--- src/rtl/alu_pkg.sv ---
// ---------------------------------------------------------------------------
// alu_pkg
// Shared definitions for the 8-bit ALU datapath and its command sequencer:
// ALU input-select encodings, the sequencer FSM state type and the one-hot
// operation codes that drive the ALU out_sel pins.
// ---------------------------------------------------------------------------
package alu_pkg;

  // ALU in_sel encodings, {persist, load, reset}
  localparam logic [2:0] SEL_RESET   = 3'b001;
  localparam logic [2:0] SEL_LOAD    = 3'b010;
  localparam logic [2:0] SEL_PERSIST = 3'b100;

  // Sequencer FSM states
  typedef enum logic [1:0] {
    ST_IDLE = 2'b00,
    ST_LOAD = 2'b01,
    ST_EXEC = 2'b10,
    ST_HOLD = 2'b11
  } state_t;

  // One-hot operation selects (OP_W = 7)
  localparam int         OP_W_DEF = 7;
  localparam logic [6:0] OP_ADD   = 7'b0000001;
  localparam logic [6:0] OP_SUB   = 7'b0000010;
  localparam logic [6:0] OP_AND   = 7'b0000100;
  localparam logic [6:0] OP_OR    = 7'b0001000;
  localparam logic [6:0] OP_XOR   = 7'b0010000;
  localparam logic [6:0] OP_SHL   = 7'b0100000;
  localparam logic [6:0] OP_SHR   = 7'b1000000;

endpackage

--- src/rtl/alu_cmd_seq_cmd_fifo.sv ---
// ---------------------------------------------------------------------------
// cmd_fifo
// Synchronous FIFO with registered full/empty flags. A write while full or a
// read while empty is ignored. Pointers wrap naturally (DEPTH power of two).
// Ports:
//   clk, rst       clock, synchronous active-low reset
//   wr_en, wr_data push request and data
//   full           registered: no space left
//   rd_en          pop request
//   rd_data        head entry (valid while !empty)
//   empty          registered: no entries
// ---------------------------------------------------------------------------
module cmd_fifo
  import alu_pkg::*;
#(
  parameter int WIDTH = 23,
  parameter int DEPTH = 4
) (
  input  logic             clk,
  input  logic             rst,
  input  logic             wr_en,
  input  logic [WIDTH-1:0] wr_data,
  output logic             full,
  input  logic             rd_en,
  output logic [WIDTH-1:0] rd_data,
  output logic             empty
);

  localparam int AW = $clog2(DEPTH);
  localparam logic [AW-1:0] PTR_ONE  = AW'(1);
  localparam logic [AW:0]   CNT_ONE  = (AW+1)'(1);
  localparam logic [AW:0]   CNT_FULL = (AW+1)'(DEPTH);

  logic [WIDTH-1:0] mem_r [DEPTH];
  logic [AW-1:0]    wr_ptr_r;
  logic [AW-1:0]    rd_ptr_r;
  logic [AW:0]      count_r;
  logic [AW:0]      count_nxt_s;
  logic             full_r;
  logic             empty_r;
  logic             push_s;
  logic             pop_s;

  assign push_s = wr_en && !full_r;
  assign pop_s  = rd_en && !empty_r;

  // Occupancy after this cycle's push/pop; simultaneous push+pop keeps it
  always_comb begin
    count_nxt_s = count_r;
    if (push_s && !pop_s) begin
      count_nxt_s = count_r + CNT_ONE;
    end else if (!push_s && pop_s) begin
      count_nxt_s = count_r - CNT_ONE;
    end else begin
      count_nxt_s = count_r;
    end
  end

  // Pointers, count and registered flags
  always_ff @(posedge clk) begin
    if (!rst) begin
      wr_ptr_r <= '0;
      rd_ptr_r <= '0;
      count_r  <= '0;
      full_r   <= 1'b0;
      empty_r  <= 1'b1;
    end else begin
      if (push_s) wr_ptr_r <= wr_ptr_r + PTR_ONE;
      if (pop_s)  rd_ptr_r <= rd_ptr_r + PTR_ONE;
      count_r <= count_nxt_s;
      full_r  <= (count_nxt_s == CNT_FULL);
      empty_r <= (count_nxt_s == '0);
    end
  end

  // Storage array; contents need no reset since empty_r guards reads
  always_ff @(posedge clk) begin
    if (push_s) mem_r[wr_ptr_r] <= wr_data;
  end

  assign rd_data = mem_r[rd_ptr_r];
  assign full    = full_r;
  assign empty   = empty_r;

endmodule

--- src/rtl/alu_cmd_seq.sv ---
// ---------------------------------------------------------------------------
// alu_cmd_seq
// Command sequencer in front of the 8-bit ALU. Commands are buffered in a
// FIFO, then each is applied to the ALU with one LOAD cycle followed by
// PERSIST cycles until the fixed ALU latency has elapsed; the ALU result is
// captured and held on a valid/ready result port.
// Ports:
//   clk, rst                     clock, synchronous active-low reset
//   cmd_valid/cmd_ready          command handshake (ready = FIFO not full)
//   cmd_num1, cmd_num2, cmd_op   command fields (cmd_op must be one-hot)
//   alu_on, alu_in_sel           ALU enable and {persist, load, reset} select
//   alu_num1, alu_num2           operands to ALU
//   alu_out_sel                  operation to ALU
//   alu_out                      ALU result
//   res_valid/res_ready/res_data result handshake and captured result
//   err_op                       one-cycle pulse: non-one-hot command dropped
//   busy                         FSM active or commands pending
// ---------------------------------------------------------------------------
module alu_cmd_seq
  import alu_pkg::*;
#(
  parameter int DATA_W  = 8,
  parameter int OP_W    = 7,
  parameter int DEPTH   = 4,
  parameter int ALU_LAT = 1
) (
  input  logic              clk,
  input  logic              rst,
  input  logic              cmd_valid,
  output logic              cmd_ready,
  input  logic [DATA_W-1:0] cmd_num1,
  input  logic [DATA_W-1:0] cmd_num2,
  input  logic [OP_W-1:0]   cmd_op,
  output logic              alu_on,
  output logic [2:0]        alu_in_sel,
  output logic [DATA_W-1:0] alu_num1,
  output logic [DATA_W-1:0] alu_num2,
  output logic [OP_W-1:0]   alu_out_sel,
  input  logic [DATA_W-1:0] alu_out,
  output logic              res_valid,
  output logic [DATA_W-1:0] res_data,
  input  logic              res_ready,
  output logic              err_op,
  output logic              busy
);

  localparam int         CMD_W    = 2*DATA_W + OP_W;
  localparam logic [2:0] LAT_INIT = 3'(ALU_LAT - 1);

  // True when exactly one bit of v is set
  function automatic logic is_onehot(input logic [OP_W-1:0] v);
    return (v != '0) && ((v & (v - OP_W'(1))) == '0);
  endfunction

  state_t            state_r, state_nxt_s;
  logic [2:0]        lat_cnt_r, lat_cnt_nxt_s;
  logic              alu_on_r;
  logic [2:0]        alu_in_sel_r;
  logic [DATA_W-1:0] alu_num1_r, alu_num2_r;
  logic [OP_W-1:0]   alu_out_sel_r;
  logic              res_valid_r, res_valid_nxt_s;
  logic [DATA_W-1:0] res_data_r;
  logic              err_op_r;

  logic              fifo_full_s, fifo_empty_s;
  logic [CMD_W-1:0]  fifo_head_s;
  logic              head_ok_s;
  logic              pop_s, load_cmd_s, capture_s, drop_s;

  cmd_fifo #(
    .WIDTH (CMD_W),
    .DEPTH (DEPTH)
  ) u_fifo (
    .clk     (clk),
    .rst     (rst),
    .wr_en   (cmd_valid),
    .wr_data ({cmd_num1, cmd_num2, cmd_op}),
    .full    (fifo_full_s),
    .rd_en   (pop_s),
    .rd_data (fifo_head_s),
    .empty   (fifo_empty_s)
  );

  assign head_ok_s = is_onehot(fifo_head_s[OP_W-1:0]);

  // Next-state, FIFO pop and capture decisions
  always_comb begin
    state_nxt_s     = state_r;
    lat_cnt_nxt_s   = lat_cnt_r;
    res_valid_nxt_s = res_valid_r;
    pop_s           = 1'b0;
    load_cmd_s      = 1'b0;
    capture_s       = 1'b0;
    drop_s          = 1'b0;
    case (state_r)
      ST_IDLE: begin
        if (!fifo_empty_s) begin
          pop_s = 1'b1;
          if (head_ok_s) begin
            load_cmd_s  = 1'b1;
            state_nxt_s = ST_LOAD;
          end else begin
            drop_s      = 1'b1;
            state_nxt_s = ST_IDLE;
          end
        end else begin
          state_nxt_s = ST_IDLE;
        end
      end
      ST_LOAD: begin
        lat_cnt_nxt_s = LAT_INIT;
        state_nxt_s   = ST_EXEC;
      end
      ST_EXEC: begin
        if (lat_cnt_r == 3'd0) begin
          capture_s       = 1'b1;
          res_valid_nxt_s = 1'b1;
          state_nxt_s     = ST_HOLD;
        end else begin
          lat_cnt_nxt_s = lat_cnt_r - 3'd1;
        end
      end
      ST_HOLD: begin
        if (res_ready) begin
          res_valid_nxt_s = 1'b0;
          // Back-to-back: go straight to LOAD; a bad head is left for IDLE to drop
          if (!fifo_empty_s && head_ok_s) begin
            pop_s       = 1'b1;
            load_cmd_s  = 1'b1;
            state_nxt_s = ST_LOAD;
          end else begin
            state_nxt_s = ST_IDLE;
          end
        end else begin
          state_nxt_s = ST_HOLD;
        end
      end
      default: begin
        state_nxt_s     = ST_IDLE;
        res_valid_nxt_s = 1'b0;
      end
    endcase
  end

  // State, counter and registered ALU/result outputs (decoded from next state)
  always_ff @(posedge clk) begin
    if (!rst) begin
      state_r       <= ST_IDLE;
      lat_cnt_r     <= 3'd0;
      alu_on_r      <= 1'b0;
      alu_in_sel_r  <= SEL_RESET;
      alu_num1_r    <= '0;
      alu_num2_r    <= '0;
      alu_out_sel_r <= '0;
      res_valid_r   <= 1'b0;
      res_data_r    <= '0;
      err_op_r      <= 1'b0;
    end else begin
      state_r      <= state_nxt_s;
      lat_cnt_r    <= lat_cnt_nxt_s;
      alu_on_r     <= (state_nxt_s != ST_IDLE);
      alu_in_sel_r <= (state_nxt_s == ST_LOAD) ? SEL_LOAD : SEL_PERSIST;
      if (load_cmd_s) begin
        alu_num1_r    <= fifo_head_s[CMD_W-1 -: DATA_W];
        alu_num2_r    <= fifo_head_s[OP_W +: DATA_W];
        alu_out_sel_r <= fifo_head_s[OP_W-1:0];
      end
      if (capture_s) res_data_r <= alu_out;
      res_valid_r <= res_valid_nxt_s;
      err_op_r    <= drop_s;
    end
  end

  assign cmd_ready   = !fifo_full_s;
  assign alu_on      = alu_on_r;
  assign alu_in_sel  = alu_in_sel_r;
  assign alu_num1    = alu_num1_r;
  assign alu_num2    = alu_num2_r;
  assign alu_out_sel = alu_out_sel_r;
  assign res_valid   = res_valid_r;
  assign res_data    = res_data_r;
  assign err_op      = err_op_r;
  assign busy        = (state_r != ST_IDLE) || !fifo_empty_s;

endmodule

--- config.mk ---
export PLATFORM = sky130hd
export DESIGN_NAME = alu_cmd_seq
export DESIGN_NICKNAME = d
export VERILOG_FILES = /design/src/rtl/alu_pkg.sv /design/src/rtl/alu_cmd_seq_cmd_fifo.sv /design/src/rtl/alu_cmd_seq.sv
export SDC_FILE = /design/constraint.sdc
export NUM_CORES = 1
export LEC_CHECK = 0
export CAP_MARGIN = 20
export CORE_ASPECT_RATIO = 0.75
export CORE_MARGIN = 8
export CORE_UTILIZATION = 49
export CTS_CLUSTER_DIAMETER = 80
export CTS_CLUSTER_SIZE = 25
export DETAILED_ROUTE_END_ITERATION = 8
export PLACE_DENSITY = 0.77
export SLEW_MARGIN = 20
export SYNTH_ARGS = -nofsm -noshare
export SYNTH_HDL_FRONTEND = slang
export SYNTH_SLANG_ARGS = --single-unit
--- constraint.sdc ---
create_clock -name clk -period 2.5 [get_ports clk]
set_input_delay 0.375 -clock clk [delete_from_list [all_inputs] [get_ports clk]]
set_output_delay 0.375 -clock clk [all_outputs]
set_load 0.005 [all_outputs]
## Yosys cells after proc, flatten, opt, wreduce, memory -nomap -nowiden

Memory sizes are Yosys's and may differ from the RTL's. A register that Yosys moved wholly into a read port is not among the register bits.
Index checks and enable logic that the tools add are counted.

| word-level totals | value |
|---|---|
| flip-flop bits (word level) | 51 |
| bits in latches | 0 |
| bits in writable memories | 92 |
| bits in read-only memories | 0 |
| bits of input ports | 35 |
| output and inout bits | 39 |
| logic and storage cells | 84 |
| memories kept | 1 |

| operators by class | value |
|---|---|
| add/sub/neg operators | 6 |
| multipliers | 0 |
| div/mod/pow operators | 0 |
| $lt $le $gt $ge | 0 |
| equality and inequality tests | 8 |
| shifts and indexed selects | 0 |
| mux-type cells | 28 |
| bitwise logic cells | 3 |
| reduce and logical (&&, ||, !) cells | 23 |

Memories:

| memory | words | width | rd ports | clocked after Yosys merged registers in | write ports | line | source |
|---|---|---|---|---|---|---|---|
| u_fifo.mem_r | 4 | 23 | 1 | 1 | 1 | alu_cmd_seq_cmd_fifo.sv:34 | `logic [WIDTH-1:0] mem_r [DEPTH];` |

Operators with widths:

| operator | number |
|---|---|
| $mux 1 | 14 |
| $mux 3 | 4 |
| $mux 2 | 5 |
| $pmux 2 s4 | 1 |
| $reduce_bool 2->1 | 4 |
| $and 7x7->7 | 1 |
| $logic_not 7->1 | 1 |
| $reduce_bool 7->1 | 1 |
| $sub 7x1->7 const B | 1 |
| $logic_and 1x1->1 | 6 |
| $logic_not 3->1 | 2 |
| $ne 2x2->1 const B | 3 |
| $pmux 1 s2 | 3 |
| $pmux 3 s2 | 1 |
| $sub 3x1->3 const B | 2 |
| $add 2x1->2 const B | 2 |
| $eq 2x1->1 const B | 2 |
| $eq 2x2->1 const B | 2 |
| $logic_not 1->1 | 4 |
| $add 3x1->3 const B | 1 |
| $eq 3x3->1 const B | 1 |
| $reduce_and 3->1 | 1 |
| $reduce_or 3->1 | 1 |
| $logic_not 2->1 | 1 |
| 3 further kinds | 4 |

## Longest topological paths before layout

Gate-level depths: netlist of run 1.

| logic depth | value |
|---|---|
| word-level depth | 13 |
| mapped depth | 10 |
| depth with buffers taken out | 9 |

## Modules after synthesis

A second synthesis of run 1 with hierarchy kept.

| unflattened totals | value |
|---|---|
| cell total of the unflattened synthesis | 404 |
| area, all modules | 5876.9 um^2 |

Modules (own cells, without submodules):

| module | instances | cells each | area an instance (um^2) | sequential area each (um^2) |
|---|---|---|---|---|
| cmd_fifo | 1 | 191 | 3996.3 | 2982.9 |
| alu_cmd_seq | 1 | 213 | 1880.6 | 840.8 |

## Worst setup path after synthesis of run 1

OpenSTA, ideal clock, no wires.

| path | value |
|---|---|
| path type | reg2reg |
| from | register (tool-made name) |
| to | register u_fifo.full_r, in the netlist u_fifo.full |
| library setup time | 0.066 ns |
| arrival | 2.354 ns |
| required time | 2.434 ns |
| setup slack | 0.080 ns |
| cell stages (with the launch flop) | 9 |
| buffers on the path | 2 |
| clock period less this slack | 2.420 ns |
| cell sequence | dfxtp_1 buf_6 buf_12 mux4_2 or3_4 o211ai_2 a21oi_1 or3_4 a21oi_2 |

RTL lines:

| what | line | source |
|---|---|---|
| to (signal assigned) | alu_cmd_seq_cmd_fifo.sv:71 | `full_r <= (count_nxt_s == CNT_FULL);` |
| to (decl) | alu_cmd_seq_cmd_fifo.sv:39 | `logic full_r;` |

==> summary.txt, run 1 <==
Setup path
  • Worst path buffer plus inverter count: 1
  • Reg2Reg Depth: 8
  • Critical Path Start Type: flop
  • CP Cell Sequence: buf_6 -> mux4_2 -> xor2_2 -> o2111a_2 -> a221oi_2 -> nand3_1 -> a211oi_2 -> a221oi_2
  • Worst path slowest cell: mux4_2
  • Critical Path AT: 2.80 ns
  • Reg2reg setup slack: -0.01 ns
  • Required @ worst endpoint: 2.79 ns
  • Crit-path max cell delay: 0.57 ns
  • Crit Path Category: reg2reg
  • CP Capture Type: flop
  • Crit path max-delay family: compound AO/OA/AOI/OAI gates
  • Worst Path Max Fanout: 4
  • Cell mode on critical path: a221oi_2
  • Reg-to-reg endpoint: u_fifo.empty

Global routing
  • Vias in the first global route: 3645
  • First-pass GRT wire length: 19700 um
  • Initial antenna violation count: 0
  • Largest net degree at the start of global routing: 24
  • Congestion Overflow GR: 0
  • GRT Total Usage: 0.170

STA
  • Final setup vio count: 2
  • Final WS setup: -0.0139 ns
  • Layout Skew: 0.00792 ns
  • Fin crit share: 1.01
  • Slew @ Worst Pin: 0.880 ns
  • RSZ-0062 raised after global routing: true
  • Final Max Slew Viols: 0
  • Max Freq: 398 MHz
  • Slew headroom: 0.412
  • Fin crit period: 2.51 ns
  • Worst hold slack: ~0.46 ns
  • Hold Vio Cnt, Final: 0

Final layout
  • Antenna diodes: 0
  • Core Util, Final: 0.650
  • Commonest non-fill, non-tap cell in the layout: edfxtp_1
  • Final design area excluding fillers: 7490 um2
  • Layout cells sized above 1: 0.197
  • Area grow syn2layout: 30.6%
  • Fin nets: roughly 560
  • Commonest non-fill, non-tap cells in the layout: edfxtp_1 (92), clkdlybuf4s50_1 (73), nand2_1 (69)
  • Fillers: 789

Floorplan
  • Core outline area: approximately 12000 um2
  • Total die area: roughly 15000 um2
  • Row count: 34
  • Starting Density: 0.498
  • Ports: 74
  • Die extent in y: 110 um
  • Die X: between 100 and 150 um

Yosys
  • Synth area leader: edfxtp_1
  • Yosys reg bits: 145
  • Synth Cell Area: 5740 um2
  • YS warnings: 0
  • Sequential share of the synthesized area: 0.667
  • Post-synth net total: 458
  • Top cell type's share of synthesized area: 0.482
  • Synth Instances: 410
  • Avg Cell Area, Syn: 14.0 um2
  • Synth top area cells: edfxtp_1 (48%), dfxtp_1 (18%), mux4_2 (6.7%)
  • Cell variety after synth: 48

Power and ir drop
  • VDD IR-drop max: between 0.6 and 0.7 mV
  • Power Density: between 900 and 1000 nW/um2
  • Pleak: 2.57 nW

Min path
  • Hold Path Class: reg2reg
  • Startpoint of the worst hold path: res_data[5]
  • Endpoint, Worst Hold: res_data[5]
  • WHS Path Cells: 2

Drt
  • Vias: 3722
  • Drt drc: 0
  • Total iterations of the first detailed-routing run: 5
  • 1st-iter DRT viols: ~370
  • Via density: 5.40
  • Detail Route Antenna Nets: 0
  • Detailed Route WL: between 10000 and 15000 um
  • Mean routed wirelength per cell: 18.9 um

Place
  • Port buffer count: 73
  • Hpwl dp: about 8400 um
  • Cell Area, Placed: 6780 um2
  • Routability cong.: ~0.85
  • Dpl ws: -0.160 ns

Clock network
  • Longest Clk Path Bufs: 2
  • Total CTS buffers: 17
  • CTS tree: done
  • Clock Latency Late Sink: 0.42 ns
  • # clock sinks: 145
  • CTS Root Cell: clkbuf_16
  • CTS clock-pin slew for the worst setup and hold paths: 0.06 ns
  • H-tree levels: 4

Job
  • Max-Cap Viols: 0

Run status
  • Status: complete, but fails checks
  • Failing checks: setup timing
metal layers:
metal,GRT usage,vias up,part of all wire
met1,0.214,1825,0.43
met5,0,-,0
met4,0.0703,0,0.016
met3,0.0555,21,0.078
met2,0.270,158,0.47
li1,-,1718,-
cell families after synthesis:
family,Yosys count,synth area share
DFF,145,0.667
muxes,24,0.0960
adders and majority gates,13,0.0284
AOI/OAI and AO/OA,66,0.0744
and+or+nand+nor,124,0.0951
xor gates and xnor gates,8,0.0122
buffers and inverters,30,0.0275
power by group:
group	switching, mW	internal, mW
combinational	0.973	0.909
clock	1.02	1.38
sequential	0.145	2.81
registers in the layout (all words and copies together), names as in the netlist, named ones only:
register and cells:
alu_num2 8, alu_on 1, res_valid 1, alu_out_sel 7
lat_cnt_r 3, u_fifo.wr_ptr_r 2, u_fifo.count_r 3, u_fifo.mem_r 92
state_r 2, u_fifo.empty 1, err_op 1, res_data 8
u_fifo.rd_ptr_r 2, u_fifo.full 1, alu_num1 8, alu_in_sel 3
timing repair:
| item | CTS | global route |
|---|---|---|
| endpoints found under the setup margin | 31 | 31 |
| hold buffers | 0 | 0 |
| cloned | 0 | 0 |
| resized for setup | 12 | 9 |
| pin swaps | 8 | 3 |
| buffers inserted | 6 | 4 |
through the flow:
stage	TNS [ns]	power (mW)	instances
2_1_floorplan	0	4.02	410
3_3_place_gp	-0.0158	4.54	647
3_5_place_dp	-0.394	4.61	647
4_1_cts	0	7.13	685
5_1_grt	-0.302	7.51	689
6_report	-0.0241	7.23	689
layout make-up:
type / count / area (um2) / area share
Tap cell: 162 / 203 / 0.0270
Timing Repair Buffer: 102 / 1030 / 0.138
Clock inverter: 11 / 91.3 / 0.0122
Multi-Input combinational cell: 235 / 1820 / 0.243
Clock buffer: 21 / 472 / 0.0629
Inverter: 13 / 48.8 / 0.00651
Sequential cell: 145 / 3830 / 0.511
worst min-delay path, cell delays in order (launching register included):
cell and delay (ns):
dfxtp_1 0.31, nand2_1 0.05, a21oi_1 0.05
synth_stat cells, drive strengths merged:
library cell	number
ha	13
mux4	23
o2111ai	2
edfxtp	92
a2111oi	1
or3	3
nor4	4
o211a	1
nor3	6
a32oi	1
nor2b	3
clkbuf	9
o21a	1
xor2	4
dfxtp	53
a221oi	2
o211ai	3
a22oi	1
buf	7
nand3	12
dlygate4sd3	1
and2	4
nand2b	1
nand2	69
inv	13
a21oi	40
xnor2	4
a211oi	3
nor2	20
o2111a	1
o21ai	9
or2	1
a22o	1
mux2i	1
and3	1
worst max path at each step:
stage / startpoint / to / depth (start not counted)
after global placement: flop / u_fifo.full / 8
after floorplan: flop / u_fifo.full / 8
after CTS: flop / u_fifo.full / 7
final: flop / u_fifo.empty / 8
after detailed placement: flop / u_fifo.empty / 8
after global routing: flop / u_fifo.empty / 8
Power figures use the tool's default switching activity.
==> run 2, diff against run 1 <==
--- a/config.mk
+++ b/config.mk
@@ -10,7 +10,7 @@
 export CORE_MARGIN = 8
 export CORE_UTILIZATION = 49
 export CTS_CLUSTER_DIAMETER = 80
-export CTS_CLUSTER_SIZE = 25
+export CTS_CLUSTER_SIZE = 16
 export DETAILED_ROUTE_END_ITERATION = 8
 export PLACE_DENSITY = 0.77
 export SLEW_MARGIN = 20
==> results of run 2 <==
No change in the layout: final DEF, timing and power equal those of run 1.
==> run 3, diff against run 2 <==
--- a/config.mk
+++ b/config.mk
@@ -10,10 +10,10 @@
 export CORE_MARGIN = 8
 export CORE_UTILIZATION = 49
 export CTS_CLUSTER_DIAMETER = 80
-export CTS_CLUSTER_SIZE = 16
 export DETAILED_ROUTE_END_ITERATION = 8
 export PLACE_DENSITY = 0.77
-export SLEW_MARGIN = 20
+export SLEW_MARGIN = 5
 export SYNTH_ARGS = -nofsm -noshare
 export SYNTH_HDL_FRONTEND = slang
 export SYNTH_SLANG_ARGS = --single-unit
+export TNS_END_PERCENT = 50
==> results of run 3 <==
No change in the layout: final DEF, timing and power equal those of run 1.
